==> src/rtl/pipe_pkg.sv <==
// Shared definitions for the inter-stage pipeline registers.
// Occupancy encodings and the default bubble instruction.
// No logic; imported by each stage register.
package pipe_pkg;

  // Number of entries held by a skid stage register
  typedef enum logic [1:0] {
    OCC_EMPTY = 2'd0,
    OCC_ONE   = 2'd1,
    OCC_FULL  = 2'd2
  } occ_e;

  // RISC-V canonical NOP (addi x0, x0, 0), used to build the flush payload
  localparam logic [31:0] RV_NOP = 32'h00000013;

endpackage

==> src/rtl/pipe_skid_reg.sv <==
// Generic pipeline stage register with a 2-entry skid buffer, flush and stall counter.
// Latency: 1 cycle from an accepted word to o_valid when the stage is empty.
// Backpressure: o_ready is registered (!skid_valid); up to two words are absorbed when i_ready drops.
module pipe_skid_reg
  import pipe_pkg::*;
#(
  parameter int                 NB_DATA    = 96,
  parameter logic [NB_DATA-1:0] FLUSH_DATA = {NB_DATA{1'b0}},
  parameter int                 NB_CNT     = 16
) (
  input  logic               clk,
  input  logic               i_rst,
  input  logic [NB_DATA-1:0] i_data,
  input  logic               i_valid,
  output logic               o_ready,
  output logic [NB_DATA-1:0] o_data,
  output logic               o_valid,
  input  logic               i_ready,
  input  logic               i_flush,
  output logic [1:0]         o_occupancy,
  output logic [NB_CNT-1:0]  o_stall_cnt
);

  logic [NB_DATA-1:0] r_main_data;
  logic               r_main_valid;
  logic [NB_DATA-1:0] r_skid_data;
  logic               r_skid_valid;
  occ_e               r_occ;
  logic [NB_CNT-1:0]  r_stall_cnt;

  logic w_push;
  logic w_pop;
  logic w_stall;

  // ready depends only on the skid register, so no combinational path from i_valid/i_ready
  assign w_push  = i_valid & ~r_skid_valid;
  assign w_pop   = r_main_valid & i_ready;
  assign w_stall = r_main_valid & ~i_ready;

  assign o_ready     = ~r_skid_valid;
  assign o_data      = r_main_data;
  assign o_valid     = r_main_valid;
  assign o_occupancy = r_occ;
  assign o_stall_cnt = r_stall_cnt;

  // Occupancy state machine: main register feeds the output, skid absorbs one extra word on stall
  always_ff @(posedge clk or posedge i_rst) begin
    if (i_rst) begin
      r_main_data  <= FLUSH_DATA;
      r_main_valid <= 1'b0;
      r_skid_data  <= FLUSH_DATA;
      r_skid_valid <= 1'b0;
      r_occ        <= OCC_EMPTY;
    end else if (i_flush) begin
      // flush wins over any push or pop in the same cycle
      r_main_data  <= FLUSH_DATA;
      r_main_valid <= 1'b0;
      r_skid_data  <= FLUSH_DATA;
      r_skid_valid <= 1'b0;
      r_occ        <= OCC_EMPTY;
    end else begin
      case (r_occ)
        OCC_EMPTY: begin
          if (w_push) begin
            r_main_data  <= i_data;
            r_main_valid <= 1'b1;
            r_occ        <= OCC_ONE;
          end
        end
        OCC_ONE: begin
          if (w_push && w_pop) begin
            r_main_data <= i_data;
          end else if (w_push) begin
            r_skid_data  <= i_data;
            r_skid_valid <= 1'b1;
            r_occ        <= OCC_FULL;
          end else if (w_pop) begin
            r_main_data  <= FLUSH_DATA;
            r_main_valid <= 1'b0;
            r_occ        <= OCC_EMPTY;
          end
        end
        OCC_FULL: begin
          // o_ready is low here, so only a pop can change state
          if (w_pop) begin
            r_main_data  <= r_skid_data;
            r_skid_data  <= FLUSH_DATA;
            r_skid_valid <= 1'b0;
            r_occ        <= OCC_ONE;
          end
        end
        default: begin
          r_main_data  <= FLUSH_DATA;
          r_main_valid <= 1'b0;
          r_skid_data  <= FLUSH_DATA;
          r_skid_valid <= 1'b0;
          r_occ        <= OCC_EMPTY;
        end
      endcase
    end
  end

  // Saturating count of cycles the downstream stage refused a valid word; flush leaves it alone
  always_ff @(posedge clk or posedge i_rst) begin
    if (i_rst) begin
      r_stall_cnt <= '0;
    end else if (w_stall && (r_stall_cnt != {NB_CNT{1'b1}})) begin
      r_stall_cnt <= r_stall_cnt + NB_CNT'(1);
    end
  end

endmodule

==> config.mk <==
export PLATFORM = sky130hd
export DESIGN_NAME = pipe_skid_reg
export DESIGN_NICKNAME = d
export VERILOG_FILES = /design/src/rtl/pipe_pkg.sv /design/src/rtl/pipe_skid_reg.sv
export SDC_FILE = /design/constraint.sdc
export NUM_CORES = 1
export LEC_CHECK = 0
export ABC_AREA = 1
export BUFFER_PORTS_ARGS = -buffer_cell sky130_fd_sc_hd__buf_4
export CAP_MARGIN = 20
export CORE_MARGIN = 1.5
export CORE_UTILIZATION = 35
export DETAILED_ROUTE_END_ITERATION = 8
export MAX_ROUTING_LAYER = met4
export SLEW_MARGIN = 20
export SYNTH_ARGS = -nofsm -noshare
export SYNTH_HDL_FRONTEND = slang
export SYNTH_SLANG_ARGS = --single-unit
==> constraint.sdc <==
create_clock -name clk -period 6.99 [get_ports clk]
set_input_delay 0.699 -clock clk [delete_from_list [all_inputs] [get_ports clk]]
set_output_delay 0.699 -clock clk [all_outputs]
set_load 0.02 [all_outputs]
==> results by stage <==
STA:
- The final number of max-transition violations is 0.
- The total of endpoints with negative setup slack in the final report is 0.
- Setup repair after global routing left no endpoint under its margin.
- Setup total negative slack on the finished layout was measured at 0 ps.
- The pin slew with the least headroom to its limit is 1120 ps.
- On the final layout, the worst clock skew is 9.15 ps.
- The worst pin sits at a relative slew slack of 0.255.
- The final number of hold-violating endpoints is 0.
- The clock period minus final worst setup slack is 3460 ps.
- In the finished design, the share of the clock period the worst path needs comes to 0.495.
- The achievable frequency is 289 MHz.

Critical path:
- The category of cells accounting for the largest share of critical-path delay is buffers and inverters.
- The endpoint identified for the worst register-to-register timing path is r_skid_data[71].
- The depth of the worst register-to-register path is 8.
- The slowest stage of the critical path belongs to the cell sky130_fd_sc_hd__clkinv_2.
- In this run the number of cells on the critical path is 8.
- STA puts the critical path data arrival time at 3860 ps.
- The critical path contains buffers and inverters numbering 3 combined.
- By startpoint and endpoint, the worst setup path is classified as reg2reg.
- For the worst setup path, the data required time is 7390 ps.
- The largest stage delay on the critical path is 750 ps.
- The biggest fanout along the worst timing path is 70.
- The nature of the critical path endpoint is a flop.
- The most used cell along the critical path is sky130_fd_sc_hd__nand2_1.
- The worst setup path is launched from a flop.
- The beginning of the critical path is o_occupancy[0].
- The startpoint identified for the worst register-to-register timing path is o_occupancy[0].
- The flop-to-flop setup slack is 3530 ps.
- Walking the worst path, the cells encountered are nand2_1, clkinv_2, buf_4, nand3_1, nand4_4, buf_4, nand2_1, nand2_1.

GRT:
- The number of antenna violations at the first check in global routing is 0.
- Entering global routing, the biggest net connects 98 pins.
- Across every metal layer, demand over resource in global routing totals 0.201.
- The total overflow reported by the global router is 0.
- The global-route wire length before repair is 46.2 mm.
- The via count of the first global-routing pass came to 8824.

Clocking:
- The insertion delay to the later sink of the worst-skew pair is 510 ps.
- In this run, post-CTS hold repair placed 0 buffers.
- The deepest clock path buffer count is 3.
- The clock net in this run drives a total of 212 sinks.
- The H-tree level count is 1.
- The post-CTS setup buffer count is 0.
- Post-CTS repair changed the size of 0 cells.
- TritonCTS built the clock tree.
- TritonCTS created 25 clock buffers.
- The tree is rooted in a sky130_fd_sc_hd__clkbuf_16.
- The clock-pin slew on the worst setup and hold paths is 60 ps.

Yosys:
- The cell type contributing the most total cell area after synthesis is sky130_fd_sc_hd__dfrtp_1.
- The number of nets in the synthesized netlist is 1437.
- In this run, synthesis produced a sequential element count of 212.
- The share of the synthesized area in the top cell type is 0.530.
- The sequential cell area fraction in the yosys report is 0.530.
- The number of standard cells after synthesis is 1335.
- The distinct cell type count of the synthesized netlist is 23.
- The post-synthesis area per instance is 7.50 um^2.
- The yosys synthesis warning count is 0.
- After synthesis the cells add up to 10000 um^2.
- Yosys attributes the largest share of cell area to sky130_fd_sc_hd__dfrtp_1, sky130_fd_sc_hd__nand2_1, sky130_fd_sc_hd__nand4_1.

Run:
- The number of max-capacitance violations reported is 0.

Drt:
- The detailed router placed 9155 vias in this run.
- In the routed layout, each cell is associated on average with a via count of 4.82.
- Once detail routing completed, the nets flagged for antenna violations numbered 0.
- Summed over all layers, the routed wires come to 28.8 mm.
- The first detailed-routing pass took 5 iterations.
- After the first detailed-routing iteration, the DRC count stood at 690.
- The count of unresolved DRC violations after routing is 0.
- The wire length per cell is 15.1 um.

Placed design:
- Detailed placement finished with a half-perimeter wire length of 17.5 mm.
- The placed cell count is 1857.
- The number of I/O port buffers is 216.
- The instance area after placement is 11800 um^2.
- Routability-driven placement finished with a final weighted congestion of 0.838.

Pwr:
- For this design the ratio of total power to cell area is 343 nW/um^2.
- The static leakage is 7.19 nW.
- Across the VDD grid, the largest voltage drop is 0.168 mV.

Final layout:
- The area growth from synthesis to layout is 26.7%.
- After filler insertion, the fill cell instance count of the layout stands at 2825.
- The number of standard cells in the layout, taps in and fillers out is 1901.
- The final design area excluding fillers is 12700 um^2.
- Summing all flip-flop and latch instances after layout gives 5310 um^2.
- In the final design database the tool counted 1608 nets.
- The multi-input logic area is 4240 um^2.
- Of the cells placed in the final design, the portion with a size suffix greater than 1 is 0.186.
- The number of antenna cells inserted is 0.

Floorplan:
- The floorplan has 61 rows.
- The floorplan step set the die height to 172 um.
- The horizontal die dimension is 172 um.
- The floorplan step defined a core boundary enclosing 27900 um^2.
- For this configuration, the core starts out at a cell density of 0.358.
- The floorplan step defined a die boundary enclosing 29600 um^2.
- The number of top-level pins is 217.

Hold path:
- The path class of the tightest hold or removal check is in2async.

Run status:
- The run finished with clean final reports.
## through the flow
step,hold WS [ps],total power [mW],setup slack (ps),utilization
finish,303,4.36,3530,0.454
global route,360,4.61,3220,0.454
CTS,320,4.41,3440,0.454
detailed placement,458,2.99,3460,0.423
global placement,454,2.98,3520,0.423
floorplan,442,2.47,497,-
## final cells by class
cell class,count,area share
Clock inverter,11,0.0144
Multi-Input combinational cell,1017,0.334
Inverter,23,0.00749
Sequential cell,212,0.418
Tap cell,378,0.0373
Timing Repair Buffer,227,0.134
Clock buffer,33,0.0548
## kinds of logic after synthesis
kind of cell             synth area share
AO/OA/AOI/OAI                     0.00525
buffers and inverters              0.0510
adder cells (fa/ha/maj)           0.00125
flip-flops                          0.530
AND/OR/NAND/NOR                     0.406
XOR/XNOR                          0.00700
## flip-flops by register name, indices dropped and copies added (netlist names)
| register | cells |
|---|---|
| o_data | 96 |
| r_skid_data | 96 |
| o_stall_cnt | 16 |
| o_occupancy | 2 |
| o_valid | 1 |
| r_skid_valid | 1 |
## per-layer routing
metal  part of all wire  vias up  track usage
met5                  0        -            -
met4              0.015        0       0.0405
met3              0.057       33       0.0327
met2               0.46      250        0.326
met1               0.46     4354        0.268
li1                   -     4518            -
## cell usage in the layout (no fill, tap or decap), types with 3 or more instances in the layout
cell / n
sky130_fd_sc_hd__clkbuf_1: 4
sky130_fd_sc_hd__clkbuf_8: 4
sky130_fd_sc_hd__inv_1: 16
sky130_fd_sc_hd__nand3_1: 13
sky130_fd_sc_hd__o21ai_0: 6
sky130_fd_sc_hd__bufinv_16: 5
sky130_fd_sc_hd__nand4_1: 101
sky130_fd_sc_hd__nand2_1: 854
sky130_fd_sc_hd__nor2_1: 23
sky130_fd_sc_hd__nand2_2: 3
sky130_fd_sc_hd__dfrtp_1: 212
sky130_fd_sc_hd__clkinv_2: 6
sky130_fd_sc_hd__buf_4: 227
sky130_fd_sc_hd__xnor2_1: 7
sky130_fd_sc_hd__nor2_4: 3
sky130_fd_sc_hd__clkbuf_16: 25
sky130_fd_sc_hd__inv_2: 5
## worst max-delay path by stage
stage                       to  slack [ps]
2_1_floorplan        o_data[0]         500
3_3_place_gp    r_skid_data[8]        3520
3_5_place_dp   r_skid_data[14]        3460
4_1_cts        r_skid_data[52]        3440
5_1_grt         r_skid_data[8]        3220
6_report       r_skid_data[71]        3530
## power by group
group          leakage [nW]  internal [mW]  switching [mW]
clock                 0.432          0.881           0.523
sequential             2.88           1.45           0.157
combinational          3.88          0.433           0.912
## cells in the mapped netlist (all sizes together)
cell type / number
a31oi: 1
buf: 48
clkbuf: 35
dfrtp: 212
ha: 1
inv: 23
nand2: 858
nand3: 14
nand4: 102
nor2: 26
o21ai: 7
xnor2: 7
xor2: 1
No activity file was read; power rests on OpenSTA's default activity.
